File: config.mk
export PLATFORM = sky130hd
export DESIGN_NAME = floppy_bank_flat
export DESIGN_NICKNAME = d
export VERILOG_FILES = /design/src/rtl/floppy_bank_if.sv /design/src/rtl/floppy_bank.sv /design/src/flat_wrapper.sv
export SDC_FILE = /design/constraint.sdc
export NUM_CORES = 2
export LEC_CHECK = 0
export ABC_AREA = 1
export CORE_MARGIN = 1.5
export CORE_UTILIZATION = 50
export DETAILED_ROUTE_END_ITERATION = 6
export PLACE_DENSITY = 0.73
export SYNTH_ARGS = -nofsm -noshare
export SYNTH_HDL_FRONTEND = slang
export SYNTH_SLANG_ARGS = --single-unit
File: constraint.sdc
create_clock -name clk -period 22.8 [get_ports clk]
set_input_delay 5.7 -clock clk [delete_from_list [all_inputs] [get_ports clk]]
set_output_delay 5.7 -clock clk [all_outputs]
set_load 0.01 [all_outputs]
File: src/rtl/floppy_bank_if.sv
// Register-controller side of the floppy tone bank: indexed write port,
// per-channel homing requests and the drive connector lines.
interface floppy_bank_if #(
    parameter int NUM_DRIVES = 8,
    parameter int SP_WIDTH   = 22
);
    logic                  wr_en;
    logic [3:0]            wr_addr;
    logic [SP_WIDTH-1:0]   wr_sp;
    logic                  wr_enable;
    logic [NUM_DRIVES-1:0] home_req;
    logic [NUM_DRIVES-1:0] step;
    logic [NUM_DRIVES-1:0] dir;
    logic [NUM_DRIVES-1:0] sel;
    logic [NUM_DRIVES-1:0] busy;

    modport master (
        output wr_en, wr_addr, wr_sp, wr_enable, home_req,
        input  step, dir, sel, busy
    );

    modport slave (
        input  wr_en, wr_addr, wr_sp, wr_enable, home_req,
        output step, dir, sel, busy
    );
endinterface

File: src/rtl/floppy_bank.sv
// N-channel floppy stepper tone generator: each channel plays a square wave on
// its step line, tracks head position with bounce at the limits, and can home.
module floppy_chan #(
    parameter int SP_WIDTH  = 22,
    parameter int MAX_TRACK = 79,
    parameter int HOME_HALF = 250000,
    parameter int MIN_SP    = 2000
) (
    input  logic                clk,
    input  logic                rst,
    input  logic                wr_hit,
    input  logic [SP_WIDTH-1:0] wr_sp,
    input  logic                wr_enable,
    input  logic                home_req,
    output logic                step,
    output logic                dir,
    output logic                sel,
    output logic                busy
);
    localparam int TW = (MAX_TRACK > 0) ? $clog2(MAX_TRACK + 1) : 1;
    localparam logic [TW-1:0]       TRK_MAX = TW'(MAX_TRACK);
    localparam logic [SP_WIDTH-1:0] SP_MIN  = SP_WIDTH'(MIN_SP);
    localparam logic [SP_WIDTH-1:0] HALF_M1 = SP_WIDTH'(HOME_HALF - 1);

    typedef enum logic [1:0] {IDLE, PLAY, HOME} state_t;

    state_t              state_q, state_d;
    logic [SP_WIDTH-1:0] sp_q, sp_d, cnt_q, cnt_d;
    logic                en_q, en_d;
    logic [TW-1:0]       track_q, track_d, hcnt_q, hcnt_d;
    logic                step_q, step_d, dir_q, dir_d, sel_q, sel_d, busy_q, busy_d;
    logic [TW-1:0]       trk_mv;
    logic                dir_mv, active;

    always_comb begin
        state_d = state_q;
        cnt_d   = cnt_q;
        track_d = track_q;
        hcnt_d  = hcnt_q;
        step_d  = step_q;
        dir_d   = dir_q;
        sel_d   = sel_q;
        busy_d  = busy_q;
        sp_d    = sp_q;
        en_d    = en_q;

        if (wr_hit) begin
            sp_d = (wr_sp == '0) ? '0 : ((wr_sp < SP_MIN) ? SP_MIN : wr_sp);
            en_d = wr_enable;
        end

        active = en_q && (sp_q != '0);

        // Head position after a falling step edge, with reversal at either stop.
        trk_mv = dir_q ? (track_q - TW'(1)) : (track_q + TW'(1));
        dir_mv = dir_q;
        if (trk_mv == TRK_MAX) dir_mv = 1'b1;
        else if (trk_mv == '0) dir_mv = 1'b0;

        if (home_req && state_q != HOME) begin
            state_d = HOME;
            cnt_d   = '0;
            hcnt_d  = '0;
            step_d  = 1'b0;
            dir_d   = 1'b1;
            sel_d   = 1'b0;
            busy_d  = 1'b1;
        end else begin
            case (state_q)
                IDLE: begin
                    cnt_d  = '0;
                    step_d = 1'b0;
                    sel_d  = 1'b1;
                    busy_d = 1'b0;
                    if (active) begin
                        state_d = PLAY;
                        sel_d   = 1'b0;
                    end
                end
                PLAY: begin
                    if (!active) begin
                        state_d = IDLE;
                        cnt_d   = '0;
                        step_d  = 1'b0;
                        sel_d   = 1'b1;
                        if (step_q) begin
                            track_d = trk_mv;
                            dir_d   = dir_mv;
                        end
                    end else begin
                        sel_d = 1'b0;
                        // >= so a lowered setpoint wraps at once instead of running to overflow
                        if (cnt_q >= sp_q - SP_WIDTH'(1)) begin
                            cnt_d  = '0;
                            step_d = ~step_q;
                            if (step_q) begin
                                track_d = trk_mv;
                                dir_d   = dir_mv;
                            end
                        end else begin
                            cnt_d = cnt_q + SP_WIDTH'(1);
                        end
                    end
                end
                HOME: begin
                    busy_d = 1'b1;
                    sel_d  = 1'b0;
                    dir_d  = 1'b1;
                    if (cnt_q >= HALF_M1) begin
                        cnt_d  = '0;
                        step_d = ~step_q;
                        if (step_q) begin
                            // MAX_TRACK+1 falls guarantee the head reaches the track-0 stop
                            if (hcnt_q == TRK_MAX) begin
                                track_d = '0;
                                hcnt_d  = '0;
                                dir_d   = 1'b0;
                                busy_d  = 1'b0;
                                sel_d   = !active;
                                state_d = active ? PLAY : IDLE;
                            end else begin
                                hcnt_d = hcnt_q + TW'(1);
                            end
                        end
                    end else begin
                        cnt_d = cnt_q + SP_WIDTH'(1);
                    end
                end
                default: state_d = HOME;
            endcase
        end
    end

    always_ff @(posedge clk or posedge rst) begin
        if (rst) begin
            state_q <= HOME;
            cnt_q   <= '0;
            track_q <= '0;
            hcnt_q  <= '0;
            sp_q    <= '0;
            en_q    <= 1'b0;
            step_q  <= 1'b0;
            dir_q   <= 1'b1;
            sel_q   <= 1'b1;
            busy_q  <= 1'b1;
        end else begin
            state_q <= state_d;
            cnt_q   <= cnt_d;
            track_q <= track_d;
            hcnt_q  <= hcnt_d;
            sp_q    <= sp_d;
            en_q    <= en_d;
            step_q  <= step_d;
            dir_q   <= dir_d;
            sel_q   <= sel_d;
            busy_q  <= busy_d;
        end
    end

    assign step = step_q;
    assign dir  = dir_q;
    assign sel  = sel_q;
    assign busy = busy_q;
endmodule

module floppy_bank #(
    parameter int NUM_DRIVES = 8,
    parameter int SP_WIDTH   = 22,
    parameter int MAX_TRACK  = 79,
    parameter int HOME_HALF  = 250000,
    parameter int MIN_SP     = 2000
) (
    input logic           clk,
    input logic           rst,
    floppy_bank_if.slave  bus
);
    logic [NUM_DRIVES-1:0] step_v, dir_v, sel_v, busy_v;

    for (genvar i = 0; i < NUM_DRIVES; i++) begin : g_ch
        floppy_chan #(
            .SP_WIDTH (SP_WIDTH),
            .MAX_TRACK(MAX_TRACK),
            .HOME_HALF(HOME_HALF),
            .MIN_SP   (MIN_SP)
        ) u_ch (
            .clk      (clk),
            .rst      (rst),
            .wr_hit   (bus.wr_en && (bus.wr_addr == 4'(i))),
            .wr_sp    (bus.wr_sp),
            .wr_enable(bus.wr_enable),
            .home_req (bus.home_req[i]),
            .step     (step_v[i]),
            .dir      (dir_v[i]),
            .sel      (sel_v[i]),
            .busy     (busy_v[i])
        );
    end

    assign bus.step = step_v;
    assign bus.dir  = dir_v;
    assign bus.sel  = sel_v;
    assign bus.busy = busy_v;
endmodule

File: src/flat_wrapper.sv
// flat-port wrapper written by rule: the top's interface ports become plain ports
module floppy_bank_flat 
#(
    parameter int NUM_DRIVES = 8,
    parameter int SP_WIDTH   = 22,
    parameter int MAX_TRACK  = 79,
    parameter int HOME_HALF  = 250000,
    parameter int MIN_SP     = 2000
)
  (clk, rst, bus_wr_en, bus_wr_addr, bus_wr_sp, bus_wr_enable, bus_home_req, bus_step, bus_dir, bus_sel, bus_busy);
  floppy_bank_if #(.NUM_DRIVES(NUM_DRIVES), .SP_WIDTH(SP_WIDTH)) bus_i ();
  input logic clk;
  input logic rst;
  input wire logic [$bits(bus_i.wr_en)-1:0] bus_wr_en;
  input wire logic [$bits(bus_i.wr_addr)-1:0] bus_wr_addr;
  input wire logic [$bits(bus_i.wr_sp)-1:0] bus_wr_sp;
  input wire logic [$bits(bus_i.wr_enable)-1:0] bus_wr_enable;
  input wire logic [$bits(bus_i.home_req)-1:0] bus_home_req;
  output wire logic [$bits(bus_i.step)-1:0] bus_step;
  output wire logic [$bits(bus_i.dir)-1:0] bus_dir;
  output wire logic [$bits(bus_i.sel)-1:0] bus_sel;
  output wire logic [$bits(bus_i.busy)-1:0] bus_busy;
  assign bus_i.wr_en = bus_wr_en;
  assign bus_i.wr_addr = bus_wr_addr;
  assign bus_i.wr_sp = bus_wr_sp;
  assign bus_i.wr_enable = bus_wr_enable;
  assign bus_i.home_req = bus_home_req;
  assign bus_step = bus_i.step;
  assign bus_dir = bus_i.dir;
  assign bus_sel = bus_i.sel;
  assign bus_busy = bus_i.busy;
  floppy_bank #(.NUM_DRIVES(NUM_DRIVES), .SP_WIDTH(SP_WIDTH), .MAX_TRACK(MAX_TRACK), .HOME_HALF(HOME_HALF), .MIN_SP(MIN_SP)) u_core (.clk(clk), .rst(rst), .bus(bus_i));
endmodule
## Yosys cells after proc, flatten, opt, wreduce, memory -nomap -nowiden

Index checks and enable logic that the tools add are counted.

- $add $sub $neg: 40
- $lt $le $gt $ge: 17
- Eq/ne operators: 127
- Mux-type cells: 394
- Bitwise operators: 16
- Reduce and logical (&&, ||, !) cells: 170

Operators with widths:

| cell | number |
|---|---|
| two-way mux 22 bit | 34 |
| two-way mux 7 bit | 96 |
| one-hot mux 22 bit (3 select lines) | 8 |
| adder 22 x 1 -> 22 bit, second input constant | 8 |
| greater-or-equal comparator 22 x 18 -> 1 bit, second input constant | 8 |
| greater-or-equal comparator 22 bit | 8 |
| nonzero test 22 bit | 8 |
| subtractor 22 x 1 -> 22 bit, second input constant | 8 |
| two-way mux 1 bit | 160 |
| != test 3 bit, second input constant | 48 |
| adder 7 x 1 -> 7 bit, second input constant | 16 |
| == test 7 bit, second input constant | 16 |
| one-hot mux 7 bit (2 select lines) | 8 |
| two-way mux 2 bit | 48 |
| nonzero test 3 bit | 24 |
| != test 2 bit, second input constant | 32 |
| nonzero test 2 bit | 32 |
| logical NOT 7 bit | 8 |
| subtractor 7 x 1 -> 7 bit, second input constant | 8 |
| one-hot mux 1 bit (2 select lines) | 24 |
| one-hot mux 2 bit (3 select lines) | 8 |
| AND reduction 3 bit | 16 |
| AND reduction 6 bit | 8 |
| AND reduction 5 bit | 8 |
| 17 further kinds | 122 |

- Flip-flop bits (word level): 520
- Output and inout port bits: 32
- Word-level logic and storage cells: 844

## Longest topological paths before layout

- Depth after elaboration: 10
- Gate-level depth with buffers: 24
- Mapped depth without buffers: 24

## Modules after synthesis

From an unflattened synthesis, not the netlist that was laid out.

- Cells, all modules: 5392
- Area, all modules: 40258.6 µm²

By module, submodules not included:

| module | times used | cells an instance | area each (µm²) |
|---|---|---|---|
| floppy_chan at u_core.g_ch[1].u_ch ... | 5 | 672 | 4992.3 |
| floppy_chan at u_core.g_ch[0].u_ch | 1 | 694 | 5175.0 |
| floppy_chan at u_core.g_ch[3].u_ch | 1 | 641 | 5023.6 |
| floppy_chan at u_core.g_ch[7].u_ch | 1 | 679 | 5018.6 |
| floppy_bank | 1 | 18 | 80.1 |

## Least setup slack after synthesis

Ideal clock, no wire load.

- Path kind: input to register
- Start: input port bus_home_req[2]
- End: register u_core.g_ch[2].u_ch.cnt_q[10]
- Setup time: 0.133 ns
- Data arrival time: 6.761 ns
- Setup slack: 15.907 ns
- Stages: 9
- Buffers on the path: 1
- Cells stage by stage: nor2_1 -> nand2_1 -> nor2_1 -> inv_1 -> nand3_1 -> clkinv_1 -> nand2_4 -> buf_6 -> o22ai_1

- Word-level cells in the longest chain between the ends: 2
- Elaborated cells on any way between the ends: 3
- Classes of those cells: mux: 1; reduce/logical: 2

RTL lines:

| what | RTL line | text |
|---|---|---|
| start: declaration | flat_wrapper.sv:18 | `input wire logic [$bits(bus_i.home_req)-1:0] bus_home_req;` |
| logical AND 1 bit * | floppy_bank.sv:60 | `if (home_req && state_q != HOME) begin` |
| nonzero test 4 bit (no line) or two-way mux 22 bit (tied branches) | -- |  |
| end signal: assignment | floppy_bank.sv:148 | `cnt_q <= cnt_d;` |
| end: declaration | floppy_bank.sv:28 | `logic [SP_WIDTH-1:0] sp_q, sp_d, cnt_q, cnt_d;` |

Mark *: on every way between the ends. The rest lies on a longest branch, timed or not.
A chain may end at the register's enable or synchronous reset.

==> results by group <==
Place
  – DP Area: 39400 um^2
  – Port buffer count: 69
  – Final HPWL DP: 67100 um
  – Placed Cells: 6198
  – GP Congestion: 0.895

Final layout
  – Area Overhead vs Synth: 9.34%
  – Finished Layout Cells: 6307
  – Fillcell total: 6998
  – Utilization after layout: 0.554
  – Share of cells above drive strength 1: 0.0564
  – Most frequent cells in the layout: nand2_1 (1325), inv_1 (681), nor2_1 (642)
  – Fin area: 41500 um^2
  – Commonest non-fill, non-tap cell in the layout: nand2_1
  – Number of diodes: 0
  – Nets: 5631

Global routing
  – First-pass GRT wire length: 154000 um
  – Aggregate global-route resource usage: 0.238
  – GR Overflow Total: 0
  – Pin count of the biggest net entering global routing: 124
  – Number of global-route vias before repair: 31900
  – Antenna violations before repair: 0

Run status
  – Outcome: completed

Timing
  – Final Hold Vio Count: 0
  – Slew headroom: 0.258
  – Clk_skew: 16.9 ps
  – Pins over their slew limit: 0
  – Setup TNS: 0 ps
  – Finish-stage setup viols: 0
  – Final cycle utilization of the critical path: 0.416
  – Slew @ Worst Pin: 1110 ps
  – RSZ-0062 raised after global routing: false
  – Max Clock Freq: 0.106 GHz
  – Post-layout minimum cycle time: 9470 ps
  – Worst hold slack: 484 ps

Worst setup path
  – Nature of the critical path startpoint: input pin
  – WP data arrival: 10070 ps
  – Reg2reg start: u_core.g_ch[5].u_ch.sp_q[2]$_DFFE_PP0P_
  – Crit path launch: rst
  – Critical path required time: 23400 ps
  – CP Class: input pin to asynchronous set/reset pin
  – Crit path max fanout: 123
  – CP Capture Type: asynchronous set/reset pin

Floorplanning
  – Die Y: 278 um
  – I/O pins: 70
  – Std cell rows: 100
  – Core Box Area: 74800 um^2
  – Die area: 77500 um^2
  – Starting Density: 0.507
  – Die X: 278 um

Clock network
  – Clk buf depth: 3
  – CTS Buf Count: 58
  – CTS Hold Bufs: 0
  – H-tree depth: 2
  – Clock transition at the registers of the reported paths: 60 ps
  – CTS tree: built
  – Post-CTS sizing: 0
  – CTS Root Cell: clkbuf_16
  – Setup Buffers After CTS: 0
  – Clk Latency, worst-skew pair: 630 ps
  – Clk sinks: 520

Logic synthesis
  – Sequential fraction of the synthesis area: 0.344
  – Yosys cell types: 55
  – Post-Syn Area: 37900 um^2
  – Post-Syn Instances: 5249
  – Mux share of post-synthesis cell area: 0.000561
  – Post-Synth XOR/XNOR Area: 0.0656
  – Largest family of logic cells by synthesized area: simple AND/OR/NAND/NOR gates
  – Simple-gate share of the synthesized area: 0.311
  – YS warnings: 0
  – Mapped Nets: 5591
  – Area leader, netlist: dfrtp_1
  – Top post-synthesis cells by area: dfrtp_1 (32%), nand2_1 (13%), ha_1 (9.8%)
  – Adder-cell area share of the yosys netlist: 0.102
  – Synth top area share: 0.322
  – Synthesized area per cell: 7.23 um^2
  – Synthesis-stage register bit count: 520
  – Synth Area in Compound Gates: 0.0926

Run
  – Max Cap Viol: 0

Routing
  – DRC violations left: 0
  – Final WL: 91400 um
  – Routed Antenna Nets: 0
  – Via/cell ratio: 5.32
  – Via count: 33500
  – Router iterations before antenna repair: 5
  – Initial DRC count: 2441
  – Drt wl/cell: 14.5 um

Worst hold path
  – Hold Path Class: flop to flop
  – Hold Startpoint: u_core.g_ch[1].u_ch.track_q[4]$_DFFE_PP0P_

Power and ir drop
  – Power per cell area: 66.1 nW/um^2
  – P_leak: 20.5 nW
  – Peak supply drop: 0.0521 mV
==> critical path, cell delays in order <==
cell and delay [ps]:
clkdlybuf4s50_1 490, inv_8 580, buf_4 750, buf_4 700
buf_4 810, buf_4 860
==> registers in the layout, summed over array words and instances, names as in the netlist <==
| register | count |
|---|---|
| u_core.g_ch.u_ch.busy | 8 |
| u_core.g_ch.u_ch.hcnt_q | 56 |
| u_core.g_ch.u_ch.cnt_q | 176 |
| u_core.g_ch.u_ch.dir | 8 |
| u_core.g_ch.u_ch.track_q | 56 |
| u_core.g_ch.u_ch.sp_q | 176 |
| u_core.g_ch.u_ch.state_q | 16 |
| u_core.g_ch.u_ch.en_q | 8 |
| u_core.g_ch.u_ch.step | 8 |
| u_core.g_ch.u_ch.sel | 8 |
==> layer usage <==
layer | vias up | track usage | part of all wire
met5 | - | 0 | 0
li1 | 17100 | - | -
met3 | 142 | 0.0331 | 0.053
met1 | 15600 | 0.323 | 0.46
met4 | 0 | 0.0640 | 0.022
met2 | 736 | 0.399 | 0.47
==> Yosys cell counts (all sizes together) <==
cell    instances
nand2        1354
nor2          694
inv           692
dfrtp         488
nand3         364
o21ai         300
ha            296
a21oi         204
xor2          204
nand4         138
nor3           90
xnor2          80
o22ai          54
clkbuf         53
buf            52
dfstp          32
nand3b         31
o31ai          22
nor4           21
o21bai         15
a21o           10
fa              8
or2             7
a21boi          5
a31o            5
a31oi           5
o211ai          5
o21a            5
nor3b           4
o32ai           3
clkinv          2
a211oi          1
and2            1
mux2            1
mux2i           1
nand2b          1
o41ai           1
==> area by class of cell <==
type	instances	area (um^2)	area share
multi-input combinational	3930	21700	0.523
sequential	520	13100	0.315
inverter	694	2610	0.0630
clock buffer	83	1690	0.0407
tap	969	1210	0.0292
timing repair buffer	85	811	0.0195
clock inverter	26	399	0.00962
==> metrics by stage <==
| step | power [W] | setup WS [ps] |
|---|---|---|
| 2_1_floorplan | 0.00157 | 2630 |
| 3_3_place_gp | 0.00170 | 12400 |
| 3_5_place_dp | 0.00172 | 12370 |
| 4_1_cts | 0.00276 | 13040 |
| 5_1_grt | 0.00290 | 12590 |
| 6_report | 0.00274 | 13330 |
==> cells by family (layout without fill, tap and decap cells) <==
logic type      after synthesis  in the layout
compound gates              635            635
xor+xnor                    284            284
fa+ha+maj                   304            304
buf+inv                     799            888
flops                       520            520
mux                           2              2
simple gates               2705           2705
==> worst paths after layout <==
kind                                                         endpoint  slack, ps  depth (start not counted)
min                        u_core.g_ch[1].u_ch.track_q[4]$_DFFE_PP0P_        480                          2
min reg2reg                u_core.g_ch[1].u_ch.track_q[4]$_DFFE_PP0P_        480                          2
max in group clk             u_core.g_ch[7].u_ch.cnt_q[7]$_DFFE_PP0P_      14880                          9
min in group asynchronous  u_core.g_ch[4].u_ch.track_q[2]$_DFFE_PP0P_       5600                          2
max                           u_core.g_ch[2].u_ch.sp_q[3]$_DFFE_PP0P_      13330                          6
max reg2reg                 u_core.g_ch[5].u_ch.cnt_q[18]$_DFFE_PP0N_      18820                         19
==> power by group <==
group / internal, W / total, W / switching (W)
logic: 0.000221 / 0.000583 / 0.000362
registers: 0.00102 / 0.00113 / 0.000115
clock network: 0.000626 / 0.00103 / 0.000401
total: 0.00186 / 0.00274 / 0.000878
(Power assumes the default switching activity.)
